--- src/rtl/shift_issue_ctrl_pkg.sv ---
// ----------------------------------------------------------------------------
// shift_issue_ctrl_pkg
// Shared definitions for the shift-instruction issue front end:
//   - R-type opcode and the six shift funct codes
//   - 3-bit shift-ALU control codes (SHC_NONE makes the ALU output 0)
//   - FSM state enum for shift_issue_ctrl
// ----------------------------------------------------------------------------
package shift_issue_ctrl_pkg;

    localparam logic [5:0] OPC_RTYPE  = 6'b000000;

    localparam logic [5:0] FUNCT_SLL  = 6'b000000;
    localparam logic [5:0] FUNCT_SRL  = 6'b000010;
    localparam logic [5:0] FUNCT_SRA  = 6'b000011;
    localparam logic [5:0] FUNCT_SLLV = 6'b000100;
    localparam logic [5:0] FUNCT_SRLV = 6'b000110;
    localparam logic [5:0] FUNCT_SRAV = 6'b000111;

    // Control bit 0 selects the variable amount, bit 1 selects right shift,
    // bit 2 selects arithmetic; 100 on its own is the "no operation" code.
    localparam logic [2:0] SHC_SLL  = 3'b000;
    localparam logic [2:0] SHC_SRL  = 3'b010;
    localparam logic [2:0] SHC_SRA  = 3'b110;
    localparam logic [2:0] SHC_SLLV = 3'b001;
    localparam logic [2:0] SHC_SRLV = 3'b011;
    localparam logic [2:0] SHC_SRAV = 3'b111;
    localparam logic [2:0] SHC_NONE = 3'b100;

    typedef enum logic [1:0] {
        IDLE  = 2'd0,
        ISSUE = 2'd1,
        RESP  = 2'd2
    } state_e;

endpackage : shift_issue_ctrl_pkg

--- src/rtl/shift_funct_decode.sv ---
// ----------------------------------------------------------------------------
// shift_funct_decode
// Combinational decode of opcode/funct into the shift-ALU control code.
// Ports:
//   i_opcode  [5:0]  instruction opcode field
//   i_funct   [5:0]  instruction funct field
//   o_sh_cont [2:0]  shift-ALU control (SHC_NONE for anything not a shift)
//   o_illegal        1 when the instruction is not one of the six shifts
// ----------------------------------------------------------------------------
module shift_funct_decode
    import shift_issue_ctrl_pkg::*;
(
    input  logic [5:0] i_opcode,
    input  logic [5:0] i_funct,
    output logic [2:0] o_sh_cont,
    output logic       o_illegal
);

    always_comb begin
        // NOTE: both outputs get a default before any branch so every path
        // assigns them and no latch is inferred.
        o_sh_cont = SHC_NONE;
        o_illegal = 1'b1;
        if (i_opcode == OPC_RTYPE) begin
            o_illegal = 1'b0;
            case (i_funct)
                FUNCT_SLL:  o_sh_cont = SHC_SLL;
                FUNCT_SRL:  o_sh_cont = SHC_SRL;
                FUNCT_SRA:  o_sh_cont = SHC_SRA;
                FUNCT_SLLV: o_sh_cont = SHC_SLLV;
                FUNCT_SRLV: o_sh_cont = SHC_SRLV;
                FUNCT_SRAV: o_sh_cont = SHC_SRAV;
                default: begin
                    o_sh_cont = SHC_NONE;
                    o_illegal = 1'b1;
                end
            endcase
        end
    end

endmodule : shift_funct_decode

--- src/rtl/shift_issue_ctrl.sv ---
// ----------------------------------------------------------------------------
// shift_issue_ctrl
// Sequential front end for the combinational shift ALU. Accepts one decoded
// R-type shift per handshake, registers the ALU control bundle, captures the
// ALU result one cycle later and offers it downstream with the rd index.
//
// Optional feature: define SHIFT_ILLEGAL_TRAP_EN to drive out_illegal=1
// alongside the (zero) result of a non-shift instruction. Without it,
// out_illegal is tied 0 and such an instruction simply returns 0.
//
// Ports:
//   clk, rst_n             clock, synchronous active-low reset
//   in_valid / in_ready    upstream handshake (in_ready is combinational)
//   instr, rs_val, rt_val  instruction word and register operands
//   sh_operand, sh_amt,    registered drive to the shift ALU
//   v_sh_amt, sh_cont
//   sh_result              combinational result from the shift ALU
//   out_valid / out_ready  downstream handshake
//   out_data, out_rd       shift result and destination register
//   out_illegal            result came from a non-shift instruction
// ----------------------------------------------------------------------------
module shift_issue_ctrl
    import shift_issue_ctrl_pkg::*;
(
    input  logic        clk,
    input  logic        rst_n,
    input  logic        in_valid,
    output logic        in_ready,
    input  logic [31:0] instr,
    input  logic [31:0] rs_val,
    input  logic [31:0] rt_val,
    output logic [31:0] sh_operand,
    output logic [5:0]  sh_amt,
    output logic [5:0]  v_sh_amt,
    output logic [2:0]  sh_cont,
    input  logic [31:0] sh_result,
    output logic        out_valid,
    input  logic        out_ready,
    output logic [31:0] out_data,
    output logic [4:0]  out_rd,
    output logic        out_illegal
);

    state_e      r_state;
    state_e      w_next_state;
    logic        w_accept;
    logic        w_issue;
    logic        w_consume;

    logic [2:0]  w_dec_cont;
    logic        w_dec_illegal;

    logic [31:0] r_sh_operand;
    logic [5:0]  r_sh_amt;
    logic [5:0]  r_v_sh_amt;
    logic [2:0]  r_sh_cont;
    logic        r_illegal;
    logic        r_out_valid;
    logic [31:0] r_out_data;
    logic [4:0]  r_out_rd;

    // Instruction bits outside opcode/rd/shamt/funct and rs_val above bit 4
    // play no part in a shift; gather them so their disuse is explicit.
    logic        w_unused;
    assign w_unused = &{1'b0, instr[25:16], rs_val[31:5]};

    shift_funct_decode u_decode (
        .i_opcode  (instr[31:26]),
        .i_funct   (instr[5:0]),
        .o_sh_cont (w_dec_cont),
        .o_illegal (w_dec_illegal)
    );

    // ------------------------------------------------------------------
    // FSM: next state and handshake strobes
    // ------------------------------------------------------------------
    always_comb begin
        w_next_state = r_state;
        in_ready     = 1'b0;
        w_accept     = 1'b0;
        w_issue      = 1'b0;
        w_consume    = 1'b0;
        case (r_state)
            IDLE: begin
                in_ready = 1'b1;
                if (in_valid) begin
                    w_accept     = 1'b1;
                    w_next_state = ISSUE;
                end
            end
            ISSUE: begin
                w_issue      = 1'b1;
                w_next_state = RESP;
            end
            RESP: begin
                if (out_ready) begin
                    w_consume    = 1'b1;
                    w_next_state = IDLE;
                end
            end
            default: w_next_state = IDLE;
        endcase
    end

    // NOTE: sequential state uses non-blocking assignments so every register
    // samples pre-edge values regardless of statement order.
    always_ff @(posedge clk) begin
        if (!rst_n) r_state <= IDLE;
        else        r_state <= w_next_state;
    end

    // ------------------------------------------------------------------
    // Datapath registers
    // ------------------------------------------------------------------
    always_ff @(posedge clk) begin
        // NOTE: every register here is reset, including the ALU drive, so the
        // ALU sees a defined no-op (SHC_NONE) until the first instruction.
        if (!rst_n) begin
            r_sh_operand <= '0;
            r_sh_amt     <= '0;
            r_v_sh_amt   <= '0;
            r_sh_cont    <= SHC_NONE;
            r_illegal    <= 1'b0;
            r_out_valid  <= 1'b0;
            r_out_data   <= '0;
            r_out_rd     <= '0;
        end else begin
            if (w_accept) begin
                r_sh_operand <= rt_val;
                r_sh_amt     <= {1'b0, instr[10:6]};
                r_v_sh_amt   <= {1'b0, rs_val[4:0]};
                r_out_rd     <= instr[15:11];
                r_sh_cont    <= w_dec_cont;
                r_illegal    <= w_dec_illegal;
            end
            if (w_issue) begin
                // SHC_NONE already zeroes the ALU; forcing 0 here keeps the
                // result defined even if the ALU disagrees.
                r_out_data  <= r_illegal ? '0 : sh_result;
                r_out_valid <= 1'b1;
            end
            if (w_consume) begin
                r_out_valid <= 1'b0;
            end
        end
    end

`ifdef SHIFT_ILLEGAL_TRAP_EN
    logic r_out_illegal;

    // Flag tracks out_valid: raised with the result, dropped when consumed.
    always_ff @(posedge clk) begin
        if (!rst_n) begin
            r_out_illegal <= 1'b0;
        end else if (w_issue) begin
            r_out_illegal <= r_illegal;
        end else if (w_consume) begin
            r_out_illegal <= 1'b0;
        end
    end

    assign out_illegal = r_out_illegal;
`else
    assign out_illegal = 1'b0;
`endif

    assign sh_operand = r_sh_operand;
    assign sh_amt     = r_sh_amt;
    assign v_sh_amt   = r_v_sh_amt;
    assign sh_cont    = r_sh_cont;
    assign out_valid  = r_out_valid;
    assign out_data   = r_out_data;
    assign out_rd     = r_out_rd;

endmodule : shift_issue_ctrl

--- config.mk ---
export PLATFORM = sky130hd
export DESIGN_NAME = shift_issue_ctrl
export DESIGN_NICKNAME = d
export VERILOG_FILES = /design/src/rtl/shift_issue_ctrl_pkg.sv /design/src/rtl/shift_funct_decode.sv /design/src/rtl/shift_issue_ctrl.sv
export SDC_FILE = /design/constraint.sdc
export NUM_CORES = 1
export LEC_CHECK = 0
export CORE_MARGIN = 2
export CORE_UTILIZATION = 25
export CTS_BUF_LIST = sky130_fd_sc_hd__clkbuf_4
export DETAILED_ROUTE_END_ITERATION = 8
export PLACE_DENSITY = 0.56
export SLEW_MARGIN = 0
export SYNTH_ARGS = -nofsm -noshare
export SYNTH_HDL_FRONTEND = slang
export SYNTH_SLANG_ARGS = --single-unit
export TNS_END_PERCENT = 30
--- constraint.sdc ---
create_clock -name clk -period 2.44 [get_ports clk]
set_input_delay 0.366 -clock clk [delete_from_list [all_inputs] [get_ports clk]]
set_output_delay 0.366 -clock clk [all_outputs]
set_load 0.005 [all_outputs]
== Word-level counts from Yosys, hierarchy flattened ==
Index checks and enable logic that the tools add are counted.
Operators by class
  equality and inequality tests: 9
  reductions and logical operators: 6
  mux-type cells: 14
  bitwise operators: 1
Operators with widths (count)
  $mux 32: 1
  $eq 6x3->1 const B: 3
  $pmux 3 s6: 1
  $eq 6x2->1 const B: 2
  $logic_not 6->1: 2
  $mux 1: 8
  $pmux 2 s3: 1
  $reduce_or 6->1: 1
  $mux 2: 2
  $ne 2x2->1 const B: 2
  $mux 3: 1
  $eq 2x1->1 const B: 1
  $eq 2x2->1 const B: 1
  $logic_not 2->1: 1
  $reduce_and 2->1: 1
  $reduce_or 2->1: 1
  $not 1->1: 1
Word-level totals
  word-level logic and storage cells: 39
  bits of input ports: 132
  bits in registers: 86
  output and inout port bits: 87

== Logic depth before layout (Yosys ltp) ==
Gate-level depths: netlist of run 1.
  depth in word-level cells: 4
  mapped depth: 5
  mapped depth without buffers: 3

== Cells and area by module ==
A second synthesis of run 1 with hierarchy kept.
Second synthesis, totals
  cell total of the unflattened synthesis: 395
  area total of the unflattened synthesis: 3415.8 um2
Modules (own cells, without submodules)
  shift_issue_ctrl: area an instance 3338.2 um2, cells an instance 386, sequential area each 1721.7 um2, times used 1
  shift_funct_decode: area an instance 77.6 um2, cells an instance 9, sequential area each 0.0 um2, times used 1

== Worst setup path after synthesis of run 1 ==
Ideal clock, no wire load.
  path kind: reg2reg
  start: register r_state[1]
  end: register r_sh_cont[2] (netlist: sh_cont[2])
  buffers on the path: 2
  setup slack: 1.134 ns
  stages on the path, launching flop included: 6
  data required time: 2.319 ns
  library setup time: 0.121 ns
  clock period less this slack: 1.306 ns
  data arrival time: 1.185 ns
  path through: dfxtp_1 > or3b_1 > buf_2 > buf_6 > nor3b_2 > a21oi_1
Between the ends
  cells in the longest elaborated chain, start to end: 2
Ends and longest elaborated chain
  from (decl): line shift_issue_ctrl.sv:44  | state_e r_state;
  from (signal assigned): line shift_issue_ctrl.sv:109  | else r_state <= w_next_state;
  $logic_not 2->1: line shift_issue_ctrl.sv:83  | case (r_state)
  $mux 1: line shift_issue_ctrl.sv:83
  to (signal assigned): line shift_issue_ctrl.sv:133  | r_sh_cont <= w_dec_cont;
  to (decl): line shift_issue_ctrl.sv:56  | logic [2:0] r_sh_cont;
No other way between the ends.
A chain may end at the register's enable or synchronous reset.

== Final worst setup path of run 1 ==
  start: register r_state[1]
  end: output port in_ready
Between the ends
  cells in the longest elaborated chain, start to end: 2
Ends and longest elaborated chain
  $logic_not 2->1: line shift_issue_ctrl.sv:83
  $mux 1: line shift_issue_ctrl.sv:83
  to (decl): line shift_issue_ctrl.sv:28  | output logic in_ready,
No other way between the ends.

==> metrics.csv, run 1 <==
stage;metric;value;unit
status;status;complete, no violations;
route;wirelength, routed;9.72;mm
logic_synthesis;multiplexer share of the synthesized area;0;%
floorplan;CORE AREA;0.0132;sq mm
timing;relative slew slack;38.0;%
logic_synthesis;Seq cells post-synth;86;
global_routing;vias in the first global route;3008;
route;DR vias;3166;
placement;final RePlAce weighted congestion;0.693;
global_routing;first-pass GRT wire length;15.2;mm
clock_tree;clock buffer depth;2;
logic_synthesis;Mapped Cells;387;
route;Routed Antenna Nets;0;
final_layout;Layout Nets;684;
clock_tree;H-tree Lvls;3;
global_routing;largest net degree at the start of global routing;90;
timing;Slew Viols, Final;0;
worst_hold_path;worst hold start;rst_n;
route;drt wl/cell;13.3;um
logic_synthesis;syn_area_per_cell;8.71;sq um
clock_tree;worst skew pair latency;0.46;ns
route;1st-pass router iterations;4;
clock_tree;hold_buf cts;0;
logic_synthesis;yosys warns;0;
route;routed vias/inst;4.33;
logic_synthesis;Post-Synth XOR/XNOR Area;0;%
clock_tree;Root Buffer;clkbuf_4;
worst_hold_path;Hold Path Class;input pin to flop;
logic_synthesis;post-synthesis simple-gate area fraction;25.0;%
timing;minimum clock period;1.92;ns
power_and_ir_drop;Logic pwr share;18.2;%
critical_path;WP data required;2.07;ns
placement;Port Buffer Count;178;
logic_synthesis;synthesized area;0.00337;sq mm
global_routing;GR Util All Layers;13.5;%
timing;upper clock frequency limit;0.521;GHz
critical_path;reg2reg end;sh_operand[29];
global_routing;grt total ovfl;0;
placement;Area after DPL;0.00529;sq mm
power_and_ir_drop;Peak supply drop;0.288;mV
timing;RSZ-0062 raised after global routing;false;
final_layout;area delta synth->final;61.2;%
critical_path;R2R Path Start;r_state[1];
floorplan;die area;0.0144;sq mm
final_layout;post-route cell area;0.00543;sq mm
clock_tree;clock-pin slew on the worst setup and hold paths;0.14;ns
power_and_ir_drop;pwr dens;543;mW/mm^2
timing;final hold vios;0;
power_and_ir_drop;Sw Ratio;24.7;%
clock_tree;CTS sink count;86;
clock_tree;# resized after CTS;0;
global_routing;initial antenna violation count;0;
floorplan;FP Rows;42;
power_and_ir_drop;Seq pwr share;51.9;%
floorplan;die height;120;um
floorplan;starting density of the core;25.5;%
critical_path;R2R Setup Slk;0.98;ns
logic_synthesis;Synth cell types;26;
power_and_ir_drop;Leak;0.00190;uW
route;DRT iter0 DRCs;107;
worst_hold_path;Hold Path Stages;3;
power_and_ir_drop;Sw Pwr;728;uW
clock_tree;postcts setup bufs;0;
job;max-cap viol count;0;
final_layout;ANT cells;0;
timing;Setup Viol. Count Final;0;
critical_path;Setup CP Type;flop to output pin;
route;# DRC;0;
critical_path;CP Capture Type;output pin;
logic_synthesis;largest family of logic cells by synthesized area;simple AND/OR/NAND/NOR gates;
critical_path;crit path max fanout;7;
worst_hold_path;Hold Path End;sh_operand[24];
critical_path;FF-to-FF path depth;4;
power_and_ir_drop;internal power;2220;uW
critical_path;CP startpoint;r_state[1];
power_and_ir_drop;total power after layout;2950;uW
timing;Hold WS;0.439;ns
critical_path;Critical Path Start Type;flop;
timing;total negative slack;0;ns
power_and_ir_drop;clock network power share;29.9;%
critical_path;CP Data Arrival Time;1.55;ns
placement;DPL Wire Length;6.59;mm
floorplan;die width;120;um
timing;clk_skew;0.0167;ns
floorplan;# IOs;219;
logic_synthesis;sequential fraction of the synthesis area;51.1;%
final_layout;Final Util;41.2;%
timing;Slew @ Worst Pin;0.929;ns
clock_tree;CTS Buf Count;9;
final_layout;share of cells above drive strength 1;4.32;%
timing;final worst-path cycle share;78.7;%
logic_synthesis;Synth Area in Compound Gates;19.0;%
logic_synthesis;post-synthesis adder-cell area fraction;0;%
clock_tree;CTS tree;yes;
cells in the final DEF (no fill, tap or decap), types with 4 or more instances in the layout:
master / count
a21boi_0: 64
a21boi_1: 15
buf_4: 6
clkbuf_4: 9
clkdlybuf4s50_1: 177
dfxtp_1: 86
nand2_1: 126
nand3_1: 4
nand3b_1: 32
o21ai_0: 5
registers in the layout (all words and copies together) (netlist names):
name	cells
r_illegal	1
out_valid	1
r_state	2
sh_cont	3
out_data	32
sh_operand	32
v_sh_amt	5
sh_amt	5
out_rd	5
metal layers:
layer | vias to the layer above | track usage [%] | share of wire [%]
met5 | - | 0 | 0
met4 | 0 | 3.53 | 0.80
met3 | 5 | 6.51 | 9.5
met2 | 115 | 21.8 | 46
met1 | 1445 | 16.1 | 44
li1 | 1601 | - | -
synth_stat cells:
| master | instances | area (sq um) |
|---|---|---|
| a21oi_1 | 3 | 15.0 |
| nor3b_2 | 2 | 25.0 |
| nand2b_1 | 2 | 12.5 |
| nor3_1 | 1 | 5.00 |
| and3_1 | 1 | 6.26 |
| a21boi_1 | 15 | 113 |
| nand4_1 | 1 | 6.26 |
| dfxtp_1 | 86 | 1720 |
| or3b_1 | 1 | 8.76 |
| nor2_1 | 3 | 11.3 |
| nor3b_1 | 1 | 7.51 |
| clkbuf_1 | 15 | 56.3 |
| buf_6 | 1 | 11.3 |
| nor2b_1 | 2 | 12.5 |
| o21ai_0 | 5 | 25.0 |
| conb_1 | 1 | 3.75 |
| buf_2 | 14 | 70.1 |
| and2_1 | 1 | 6.26 |
| a31oi_1 | 1 | 6.26 |
| nand2_1 | 126 | 473 |
| nand3_1 | 4 | 20.0 |
| buf_4 | 3 | 22.5 |
| nand3b_1 | 32 | 240 |
| inv_1 | 1 | 3.75 |
| nor4_1 | 1 | 6.26 |
| a21boi_0 | 64 | 480 |
logic make-up (layout without fill, tap and decap cells):
group,after synthesis,after routing
other,1,3
AOI/OAI and AO/OA,88,88
buffers and inverters,34,201
DFF,86,86
and+or+nand+nor,178,178
power by group through the flow:
stage | Sequential, uW | Clock, uW | Combinational, uW
2_1_floorplan | 1560 | 0 | 198
3_3_place_gp | 1560 | 0 | 540
3_5_place_dp | 1570 | 0 | 545
4_1_cts | 1530 | 936 | 548
5_1_grt | 1550 | 999 | 587
6_report | 1530 | 882 | 536
worst max-delay path by stage:
stage	end
final	in_ready
after global routing	in_ready
after CTS	in_ready
after detailed placement	sh_operand[29]
after global placement	sh_operand[10]
after floorplan	sh_cont[2]
critical path: stages, from the launching register on:
cell	delay (ns)
dfxtp_1	0.42
nor2_1	0.14
clkdlybuf4s50_1	0.54
stage by stage:
step / setup slack [ns] / std cells
floorplan: 1.13 / 389
global placement: 0.610 / 717
detailed placement: 0.585 / 717
CTS: 0.464 / 732
global route: 0.362 / 732
finish: 0.520 / 732
layout make-up:
class                      count  area, sq um
tap                          176          220
sequential                    86         1720
clock inverter                 6         77.6
timing repair buffer         185         1840
multi-input combinational    269         1500
fill                        1344         7760
clock buffer                   9         67.6
inverter                       1         3.75
No activity file was read; power rests on OpenSTA's default activity.
==> run 2, diff against run 1 <==
PLACE_DENSITY = 0.58   (was 0.56)
clock period = 1.7 ns   (was 2.44 ns; I/O delays follow)
==> run 2 against run 1 <==
  * Via count grew 1.3%
  * Clock power grew 44%
  * Cell count rose by 1.6%
  * Hold slack worse by 0.17 ns
  * Clock-buffer cell count rose by 1
  * Sequential share of layout area shrank 1.1 points
==> metrics.csv, run 2 (synthesis gave the netlist of run 1 again) <==
stage;metric;value;unit;change
clock_tree;worst skew pair latency;0.45;ns;was 0.46 ns
clock_tree;H-tree Lvls;3;;unchanged
floorplan;die height;120;um;unchanged
final_layout;area delta synth->final;66.8;%;was 61.2%
final_layout;FILL cells;1348;;was 1344
critical_path;critical path buffer and inverter count;1;;unchanged
critical_path;CP Capture Type;output pin;;unchanged
placement;final RePlAce weighted congestion;0.686;;was 0.693
clock_tree;CTS Buf Count;9;;unchanged
power_and_ir_drop;total power after layout;4310;uW;was 2950 uW
floorplan;starting density of the core;25.5;%;unchanged
critical_path;WP data required;1.44;ns;was 2.07 ns
timing;Setup Viol. Count Final;0;;unchanged
floorplan;CORE AREA;0.0132;sq mm;unchanged
critical_path;Top Family by Delay on Critical Path;buffers and inverters;;unchanged
critical_path;Max stage delay on crit path;0.53;ns;was 0.54 ns
global_routing;grt total ovfl;0;;unchanged
global_routing;GR Util All Layers;13.4;%;was 13.5%
route;# DRC;0;;unchanged
final_layout;commonest non-fill, non-tap cells in the layout;clkdlybuf4s50_1, nand2_1, dfxtp_1;;unchanged
worst_hold_path;Hold Path Stages;3;;unchanged
floorplan;die area;0.0144;sq mm;unchanged
critical_path;crit-path cells;clkdlybuf4s50_1;;was nor2_1 -> clkdlybuf4s50_1
worst_hold_path;worst hold start;rst_n;;unchanged
route;1st-pass router iterations;4;;unchanged
floorplan;FP Rows;42;;unchanged
floorplan;# IOs;219;;unchanged
clock_tree;hold_buf cts;0;;unchanged
final_layout;share of cells above drive strength 1;6.16;%;was 4.32%
power_and_ir_drop;Peak supply drop;0.342;mV;was 0.288 mV
critical_path;crit path max fanout;2;;was 7
critical_path;R2R Path Start;r_state[1];;unchanged
placement;dpl cells;728;;was 717
placement;DPL Wire Length;6.82;mm;was 6.59 mm
clock_tree;clock buffer depth;2;;unchanged
worst_hold_path;Hold Path End;r_illegal;;was sh_operand[24]
global_routing;largest net degree at the start of global routing;46;;was 90
route;DRT iter0 DRCs;95;;was 107
placement;post-place setup slack;-0.0198;ns;was 0.585 ns
timing;final hold vios;0;;unchanged
timing;final worst-path cycle share;93.3;%;
timing;final worst slack;0.113;ns;was 0.520 ns
final_layout;commonest non-fill, non-tap cell in the layout;clkdlybuf4s50_1;;unchanged
final_layout;Layout Nets;695;;was 684
timing;RSZ-0062 raised after global routing;false;;unchanged
clock_tree;Root Buffer;clkbuf_4;;unchanged
timing;clk_skew;0.0186;ns;was 0.0167 ns
timing;Slew Viols, Final;0;;unchanged
global_routing;vias in the first global route;3126;;was 3008
critical_path;FF-to-FF path depth;5;;was 4
route;wirelength, routed;9.59;mm;was 9.72 mm
placement;Port Buffer Count;178;;unchanged
clock_tree;postcts setup bufs;0;;unchanged
worst_hold_path;Hold Path Class;input pin to flop;;unchanged
critical_path;reg2reg end;sh_operand[31];;was sh_operand[29]
global_routing;first-pass GRT wire length;15.3;mm;was 15.2 mm
critical_path;CP Data Arrival Time;1.33;ns;was 1.55 ns
critical_path;Setup CP Type;flop to output pin;;unchanged
timing;minimum clock period;1.59;ns;
critical_path;critical path depth;1;;was 2
route;routed vias/inst;4.31;;was 4.33
global_routing;initial antenna violation count;0;;unchanged
status;status;complete, no violations;;unchanged
clock_tree;clock-pin slew on the worst setup and hold paths;0.13;ns;was 0.14 ns
route;DR vias;3206;;was 3166
job;max-cap viol count;0;;unchanged
final_layout;final cell count without fillers;744;;was 732
critical_path;Critical Path Start Type;flop;;unchanged
power_and_ir_drop;Leak;0.00200;uW;was 0.00190 uW
final_layout;ANT cells;0;;unchanged
critical_path;R2R Setup Slk;0.34;ns;was 0.98 ns
floorplan;die width;120;um;unchanged
route;drt wl/cell;12.9;um;was 13.3 um
route;Routed Antenna Nets;0;;unchanged
power_and_ir_drop;pwr dens;768;mW/mm^2;was 543 mW/mm^2
timing;upper clock frequency limit;0.630;GHz;
clock_tree;CTS tree;yes;;unchanged
critical_path;Slowest-stage cell, CP;clkdlybuf4s50_1;;unchanged
clock_tree;CTS sink count;86;;unchanged
[run 2: per-layer routing]
layer | GRT usage [%] | wire, um | vias up | share of wire, %
met2 | 20.8 | 4230 | 115 | 44
met5 | 0 | 0 | - | 0
met3 | 4.75 | 917 | 12 | 9.6
met4 | 6.18 | 180 | 0 | 1.9
li1 | - | - | 1624 | -
met1 | 16.5 | 4260 | 1455 | 44
[run 2: worst max-delay path by stage]
stage | startpoint | end | slack [ns]
2_1_floorplan | r_state[1] | sh_cont[2] | 0.39
3_3_place_gp | in_valid | sh_operand[9] | 0.02
4_1_cts | sh_cont[1] | sh_cont[1] | 0.05
5_1_grt | sh_amt[0] | sh_amt[0] | 0.01
6_report | sh_cont[1] | sh_cont[1] | 0.11
3_5_place_dp | in_valid | sh_operand[14] | -0.02
[run 2: what timing repair did]
item,4_1_cts,5_1_grt
hold endpoints to repair,0,0
gates resized for setup,2,0
endpoints found under the setup margin,2,0
[run 2: final cells by class]
| type | instances | area [sq um] | area share [%] |
|---|---|---|---|
| multi-input combinational | 269 | 1500 | 26.7 |
| sequential | 86 | 1720 | 30.6 |
| tap | 176 | 220 | 3.92 |
| timing repair buffer | 196 | 2020 | 36.0 |
| clock inverter | 6 | 76.3 | 1.36 |
| clock buffer | 10 | 75.1 | 1.34 |
| inverter | 1 | 3.75 | 0.0668 |
[run 2: through the flow]
stage          TNS [ns]  area [sq um]  hold slack (ns)  util, %
2_1_floorplan         0          3380            0.390        -
3_3_place_gp          0          5470            0.438     41.5
3_5_place_dp     -0.130          5470            0.445     41.5
4_1_cts               0          5620            0.236     42.6
5_1_grt               0          5620            0.277     42.6
6_report              0          5620            0.273     42.6
[run 2: power by group]
part | leakage [uW] | switching, uW | internal, uW
clock network | 0.0000829 | 676 | 597
registers | 0.000703 | 55.7 | 2130
logic | 0.00122 | 309 | 549
total | 0.00200 | 1040 | 3270
